## config.mk

```make
export PLATFORM = sky130hd
export DESIGN_NAME = rca_nibble_sequencer
export DESIGN_NICKNAME = d
export VERILOG_FILES = /design/src/rtl/rca_nibble_sequencer_pkg.sv /design/src/rtl/rca_nibble_sequencer_slice.sv /design/src/rtl/rca_nibble_sequencer.sv
export SDC_FILE = /design/constraint.sdc
export NUM_CORES = 1
export LEC_CHECK = 0
export CAP_MARGIN = 20
export CORE_MARGIN = 1
export CORE_UTILIZATION = 55
export CTS_BUF_LIST = sky130_fd_sc_hd__clkbuf_2 sky130_fd_sc_hd__clkbuf_4 sky130_fd_sc_hd__clkbuf_8
export DETAILED_ROUTE_END_ITERATION = 10
export GPL_ROUTABILITY_DRIVEN = 0
export GPL_TIMING_DRIVEN = 0
export HOLD_SLACK_MARGIN = 0.15
export PLACE_DENSITY = 0.95
export SYNTH_ARGS = -nofsm -noshare
export SYNTH_HDL_FRONTEND = slang
export SYNTH_SLANG_ARGS = --single-unit
```

## constraint.sdc

```tcl
create_clock -name clk -period 5.65 [get_ports clk]
set_input_delay 0.8475 -clock clk [delete_from_list [all_inputs] [get_ports clk]]
set_output_delay 0.8475 -clock clk [all_outputs]
set_load 0.01 [all_outputs]
```

## src/rtl/rca_nibble_sequencer_pkg.sv

```systemverilog
// Shared types and constants for the nibble-serial ripple-carry adder.
package rca_nibble_sequencer_pkg;

   // Width of the shared ripple-carry slice
   localparam int unsigned NIB_W = 4;

   typedef enum logic [1:0] {
      StIdle = 2'd0,
      StRun  = 2'd1,
      StDone = 2'd2
   } state_e;

   // Nibble index width; a single-step adder still needs a 1-bit index
   function automatic int unsigned idx_width(input int unsigned nib);
      return (nib > 1) ? int'($clog2(nib)) : 1;
   endfunction

endpackage

```

## src/rtl/rca_nibble_sequencer_slice.sv

```systemverilog
// Purely combinational 4-bit ripple-carry slice built from full adders.
module rca_slice_4 (
   input  logic [3:0] a,
   input  logic [3:0] b,
   input  logic       ci,
   output logic [3:0] s,
   output logic       co
);

   logic [4:0] c;

   assign c[0] = ci;

   for (genvar i = 0; i < 4; i++) begin : g_fa
      assign s[i]   = a[i] ^ b[i] ^ c[i];
      assign c[i+1] = (a[i] & b[i]) | (c[i] & (a[i] ^ b[i]));
   end

   assign co = c[4];

endmodule

```

## src/rtl/rca_nibble_sequencer.sv

```systemverilog
// Multi-cycle adder: sums WIDTH-bit operands one nibble per clock through a
// single shared 4-bit ripple-carry slice, LSB nibble first, carry held in a flop.
// WIDTH must be a multiple of 4 and at least 4.
module rca_nibble_sequencer
   import rca_nibble_sequencer_pkg::*;
#(
   parameter int unsigned WIDTH = 16
) (
   input  logic             clk,
   input  logic             reset,
   input  logic             start,
   input  logic [WIDTH-1:0] A,
   input  logic [WIDTH-1:0] B,
   input  logic             Cin,
   output logic             busy,
   output logic             done,
   output logic [WIDTH-1:0] Q,
   output logic             Cout
);

   localparam int unsigned NIB = WIDTH / NIB_W;
   localparam int unsigned IW  = idx_width(NIB);
   localparam logic [IW-1:0] LastIdx = IW'(NIB - 1);

   state_e           state_q, state_d;
   logic [IW-1:0]    idx_q, idx_d;
   logic [WIDTH-1:0] a_q, a_d;
   logic [WIDTH-1:0] b_q, b_d;
   logic [WIDTH-1:0] q_q, q_d;
   logic             carry_q, carry_d;
   logic             cout_q, cout_d;

   logic [NIB_W-1:0] a_nib, b_nib, s_nib;
   logic             co_nib;
   int unsigned      base;

   // Select the current nibble of each operand for the shared slice
   always_comb begin
      base  = NIB_W * 32'(idx_q);
      a_nib = a_q[base +: NIB_W];
      b_nib = b_q[base +: NIB_W];
   end

   rca_slice_4 u_slice (
      .a  (a_nib),
      .b  (b_nib),
      .ci (carry_q),
      .s  (s_nib),
      .co (co_nib)
   );

   // Next-state and datapath updates for the IDLE/RUN/DONE sequence
   always_comb begin
      state_d = state_q;
      idx_d   = idx_q;
      a_d     = a_q;
      b_d     = b_q;
      q_d     = q_q;
      carry_d = carry_q;
      cout_d  = cout_q;

      unique case (state_q)
         StIdle: begin
            if (start) begin
               state_d = StRun;
               a_d     = A;
               b_d     = B;
               carry_d = Cin;
               idx_d   = '0;
               q_d     = '0;
            end
         end
         StRun: begin
            q_d[base +: NIB_W] = s_nib;
            carry_d            = co_nib;
            // Index saturates on the last nibble instead of wrapping
            if (idx_q == LastIdx) begin
               state_d = StDone;
               cout_d  = co_nib;
            end else begin
               idx_d = idx_q + 1'b1;
            end
         end
         StDone: begin
            state_d = StIdle;
         end
         default: begin
            state_d = StIdle;
         end
      endcase
   end

   // State register with synchronous reset; reset abandons any operation
   always_ff @(posedge clk) begin
      if (reset) begin
         state_q <= StIdle;
         idx_q   <= '0;
         a_q     <= '0;
         b_q     <= '0;
         q_q     <= '0;
         carry_q <= 1'b0;
         cout_q  <= 1'b0;
      end else begin
         state_q <= state_d;
         idx_q   <= idx_d;
         a_q     <= a_d;
         b_q     <= b_d;
         q_q     <= q_d;
         carry_q <= carry_d;
         cout_q  <= cout_d;
      end
   end

   assign busy = (state_q == StRun);
   assign done = (state_q == StDone);
   assign Q    = q_q;
   assign Cout = cout_q;

endmodule

```

; After elaboration in Yosys (flattened, before gate mapping)
; Index checks and enable logic that the tools add are counted.
[classes]
n_addsub = 2
multipliers = 0
n_div = 0
n_lt_le_gt_ge = 0
eq_ne = 6
shifts = 4
muxes = 11
bitwise_logic = 20
n_reduce_logical = 7
[op_table]
columns = cell, n
row1 = $neg 4->34, 1
row2 = $shift 4x34->16 const A, 1
row3 = $shiftx 4x34->16, 1
row4 = $pmux 16 s2, 1
row5 = $shiftx 16x5->4, 2
row6 = $bwmux 16, 1
row7 = $mux 16, 1
row8 = $and 1x1->1, 8
row9 = $mux 2, 4
row10 = $pmux 2 s2, 2
row11 = $reduce_and 2->1, 4
row12 = $xor 1x1->1, 8
row13 = $eq 2x2->1 const B, 2
row14 = $ne 2x2->1 const B, 2
row15 = $or 1x1->1, 4
row16 = $reduce_and 3->1, 1
row17 = $add 2x1->2 const B, 1
row18 = $eq 2x1->1 const B, 1
row19 = $logic_not 2->1, 1
row20 = $ne 2x1->1 const B, 1
row21 = $pmux 1 s2, 1
row22 = $reduce_bool 2->1, 1
row23 = $mux 1, 1
[word_totals]
ff_bits = 54
latchBits = 0
mem_bits_rw = 0
romBits = 0
in_bits = 36
out_inout_bits = 19
elab_cells = 57
mem_count = 0

; Logic depth before layout (Yosys ltp)
[depth]
word_depth = 12
ltp_mapped = 12
ltp_nobuf = 11

; Cells and area by module
; From an unflattened synthesis, not the netlist that was laid out.
[unflattened]
cells_unflattened = 260
hier_area_um2 = 2461.1
[modules_own_cells]
columns = mod, n_inst, cells_per_inst, area_each_um2, seq_area_each_um2
row1 = rca_nibble_sequencer, 1, 246, 2343.5, 1081.0
row2 = rca_slice_4, 1, 14, 117.6, 0.0

; Least setup slack after synthesis
; OpenSTA, ideal clock, no wires.
[synth_timing]
kind = register to register
startpoint = reg idx_q[1]
endpoint = reg q_q[11] (netlist: Q[11])
setup_time_ns = 0.117
t_arrival_ns = 2.714
t_required_ns = 5.533
setup_slack_ns = 2.820
path_stages_with_launch = 13
n_path_buf = 1
synth_period_minus_slack_ns = 2.830
cell_sequence = dfxtp_1 > clkbuf_1 > mux4_2 > inv_1 > fa_1 > inv_1 > fa_1 > inv_1 > fa_1 > inv_1 > fa_1 > nor2b_1 > a22o_1
[synth_via]
elab_chain_cells = 12
word_cells_on_any_way = 24
cone_classes = 1 x add/sub / 4 x shift / 2 x mux / 17 x bitwise
[synth_rtl]
columns = item, line
row1 = from (decl), rca_nibble_sequencer.sv:26  ; logic [IW-1:0] idx_q, idx_d;
row2 = from (signal assigned), rca_nibble_sequencer.sv:105  ; idx_q <= idx_d;
row3 = "$shiftx 16x5->4, on equally long branches", "rca_nibble_sequencer.sv:40, rca_nibble_sequencer.sv:41"
row4 = $xor 1x1->1, "rca_nibble_sequencer_slice.sv:15, rca_nibble_sequencer_slice.sv:16"
row5 = $and 1x1->1, rca_nibble_sequencer_slice.sv:16  ; assign c[i+1] = (a[i] & b[i]) | (c[i] & (a[i] ^ b[i]));
row6 = $or 1x1->1, rca_nibble_sequencer_slice.sv:16
row7 = $and 1x1->1, rca_nibble_sequencer_slice.sv:16
row8 = $or 1x1->1, rca_nibble_sequencer_slice.sv:16
row9 = $and 1x1->1, rca_nibble_sequencer_slice.sv:16
row10 = $or 1x1->1, rca_nibble_sequencer_slice.sv:16
row11 = $xor 1x1->1, rca_nibble_sequencer_slice.sv:15  ; assign s[i] = a[i] ^ b[i] ^ c[i];
row12 = $shiftx 4x34->16, rca_nibble_sequencer.sv:74  ; q_d[base +: NIB_W] = s_nib;
row13 = $bwmux 16 *, rca_nibble_sequencer.sv:74
row14 = $pmux 16 s2 *, rca_nibble_sequencer.sv:62  ; unique case (state_q)
row15 = to (signal assigned), rca_nibble_sequencer.sv:108  ; q_q <= q_d;
row16 = to (decl), rca_nibble_sequencer.sv:29  ; logic [WIDTH-1:0] q_q, q_d;
; Every way passes the cells marked *; elsewhere a longest branch is shown, timed or not.
; A chain may end at the register's enable or synchronous reset.

; Worst setup path after layout
[layout_timing]
startpoint = reg idx_q[1]
endpoint = reg q_q[7] (netlist: Q[7])
; The elaborated chain is that of the path after synthesis.

==> flow_summary.yaml <==
setup_path:
  reg2regPathDepth: 12
  crit_fanout: 10
  cp.required_ns: 5.86
  critPathLaunchType: "flop"
  worstSetupEndpointType: "flop"
  reg2reg_slack_ns: 2.43
  crit_start: "idx_q[1]"
  critPathKind: "flop to flop"
  reg2reg_from: "idx_q[1]"
  r2r_end: "Q[7]"
  crit_arrival_ns: 3.43
floorplan:
  core_area_um2: 4120
  num_io_pins: 55
  dieArea_um2: 4660
  start_util_pct: 58.7
  die_x_um: 68.3
  fp-row-count: 23
  die_h_um: 68.3
run:
  cap_viol_max_count: 0
logic_synthesis:
  synth_cells: 223
  ys_warn_count: 0
  synth.avg_cell_area_um2: 10.8
  ys_types: 33
  ys_seq_elements: 54
  netlist_area_um2: 2410
  syn_nets: 267
  yosysSeqAreaShare_pct: 44.8
clock_network:
  cts_tree: "yes"
  post_cts_buffers: 0
  cts_root_buffer: "clkbuf_8"
  cts.sinks: 54
  cts_hold_buffers: 0
  htree_levels: 2
  cts_buffers: 5
  path_clk_slew_ns: 0.09
  clk_latency_ns: 0.31
  clock_path_buffers: 2
  cts-resized-gates: 0
drt:
  routedWlPerCell_um: 15.3
  drt-initial-drc-count: 157
  vias: 1830
  ant_nets: 0
  routed_wl_um: 5120
  post-route-drc-count: 0
  viasPerCell: 5.46
  firstDrtPassIters: 4
global_route:
  antenna_found_initial: 0
  grt_max_degree: 16
  grt_pass1_wl_um: 8560
  grt_remaining_overflow: 0
  grt_pass1_vias: 1799
  track_usage_pct: 25.4
hold_path:
  hold_path_depth: 2
  hold_path_end: "Cout"
  hold_class: "flop to flop"
  hp-start: "Cout"
outcome:
  status: "complete, no violations"
timing:
  min_period_ns: 3.22
  hold_viol: 0
  rsz0062_at_grt: "false"
  worst_slack_ns: 2.43
  slew_headroom_pct: 62.4
  tns_ns: 0
  max_slew.worst_pin.slew_ns: 0.564
  slew_violations: 0
  fin_crit_sh_pct: 57.0
  finalClockSkew_ns: 0.00239
  fmax_mhz: 311
  finalSetupViolations: 0
finish:
  drive_gt1_share_pct: 11.2
  fill_cells: 282
  n_antenna_cell: 0
  synthToLayoutAreaGrowth_pct: 28.9
  finalNetCount: 328
  layout_common_cells: "54 x dfxtp_1, 54 x clkdlybuf4s50_1, 42 x nor2_1"
power:
  cellLeakagePower_nw: 1.24
  ir_drop_mv: 0.219
  p_per_area_nw_per_um2: 248
placed_design:
  dp_hpwl_um: 3890
  numPortBuffers: 54
  pre_cts_ws_ns: 2.43
==> area by class of cell <==
type	count	area (um2)	share of cell area (%)
Clock buffer	7	90.1	2.89
Timing Repair Buffer	54	541	17.4
Tap cell	50	62.6	2.01
Multi-Input combinational cell	142	1180	37.9
Inverter	13	48.8	1.57
Buffer	14	106	3.42
Clock inverter	1	5.00	0.161
Sequential cell	54	1080	34.7
==> report_power, final <==
| group | total (mW) | internal, mW | switching, mW |
|---|---|---|---|
| Clock | 0.227 | 0.104 | 0.123 |
| Combinational | 0.135 | 0.0727 | 0.0626 |
| Sequential | 0.410 | 0.399 | 0.0112 |
==> Yosys cell counts <==
cell type	number	area share [%]
dfxtp_1	54	45
nor2_1	42	6.5
mux2i_1	32	13
a22o_1	14	5.1
inv_1	10	1.6
a21oi_1	8	1.7
mux4_2	8	7.5
nand2_1	5	0.78
buf_2	4	0.83
clkbuf_1	4	0.62
fa_1	4	3.3
ha_1	4	2.1
mux2_1	4	1.9
buf_8	3	1.9
inv_2	3	0.47
nand3_1	3	0.62
a31oi_1	2	0.52
buf_4	2	0.62
nor2b_1	2	0.52
o2bb2ai_1	2	0.73
a21oi_2	1	0.36
and3_1	1	0.26
and4_1	1	0.36
buf_6	1	0.47
nand2b_1	1	0.26
nand3b_1	1	0.31
nand4_1	1	0.26
nand4bb_1	1	0.47
nor3b_1	1	0.31
nor3b_2	1	0.52
nor4_2	1	0.52
o21bai_1	1	0.31
o221a_1	1	0.47
==> routing by layer <==
metal  vias to the layer above  global-route usage [%]  share of wire [%]
met3                         9                    5.50                3.9
met1                       868                    32.4                 46
met2                        50                    41.7                 48
met4                         0                    10.2                1.6
met5                         -                       0                  0
li1                        903                       -                  -
==> kinds of logic (layout without fill, tap and decap cells) <==
group / after synthesis / count (layout) / synth area share (%)
AND/OR/NAND/NOR: 61 / 61 / 11.7
multiplexers: 44 / 44 / 22.6
AO/OA/AOI/OAI: 29 / 29 / 9.12
flip-flops: 54 / 54 / 44.8
adder cells (fa/ha/maj): 8 / 8 / 5.39
buffers and inverters: 27 / 89 / 6.42
==> stage by stage <==
step	hold slack [ns]	cell area [um2]	instances	total power [mW]	utilization (%)
6_report	0.468	3110	335	0.773	75.6
5_1_grt	0.497	3110	335	0.805	75.6
3_3_place_gp	0.445	3020	327	0.548	73.3
4_1_cts	0.469	3110	335	0.774	75.6
2_1_floorplan	0.455	2410	223	0.501	-
3_5_place_dp	0.456	3020	327	0.553	73.3
==> worst max-delay path, stage by stage (launching register included) <==
cell and delay [ns]:
dfxtp_1 0.39, clkbuf_1 0.47, mux4_2 0.31, inv_1 0.05, fa_1 0.35, inv_1 0.07, fa_1 0.15, inv_1 0.05
fa_1 0.37, inv_1 0.09, fa_1 0.43, nor2b_1 0.18, a22o_1 0.20
==> flip-flops by register name (all words and copies together), names as in the netlist <==
| name | count |
|---|---|
| idx_q | 2 |
| Q | 16 |
| Cout | 1 |
| state_q | 2 |
| carry_q | 1 |
| a_q | 16 |
| b_q | 16 |
==> worst max-delay path by stage <==
stage	to	slack, ns	cells past startpoint
global route	Q[15]	2.23	12
finish	Q[7]	2.43	12
global placement	Q[15]	2.49	12
floorplan	Q[11]	2.82	12
CTS	Q[11]	2.42	12
detailed placement	Q[11]	2.43	12
No activity file was read; power rests on OpenSTA's default activity.
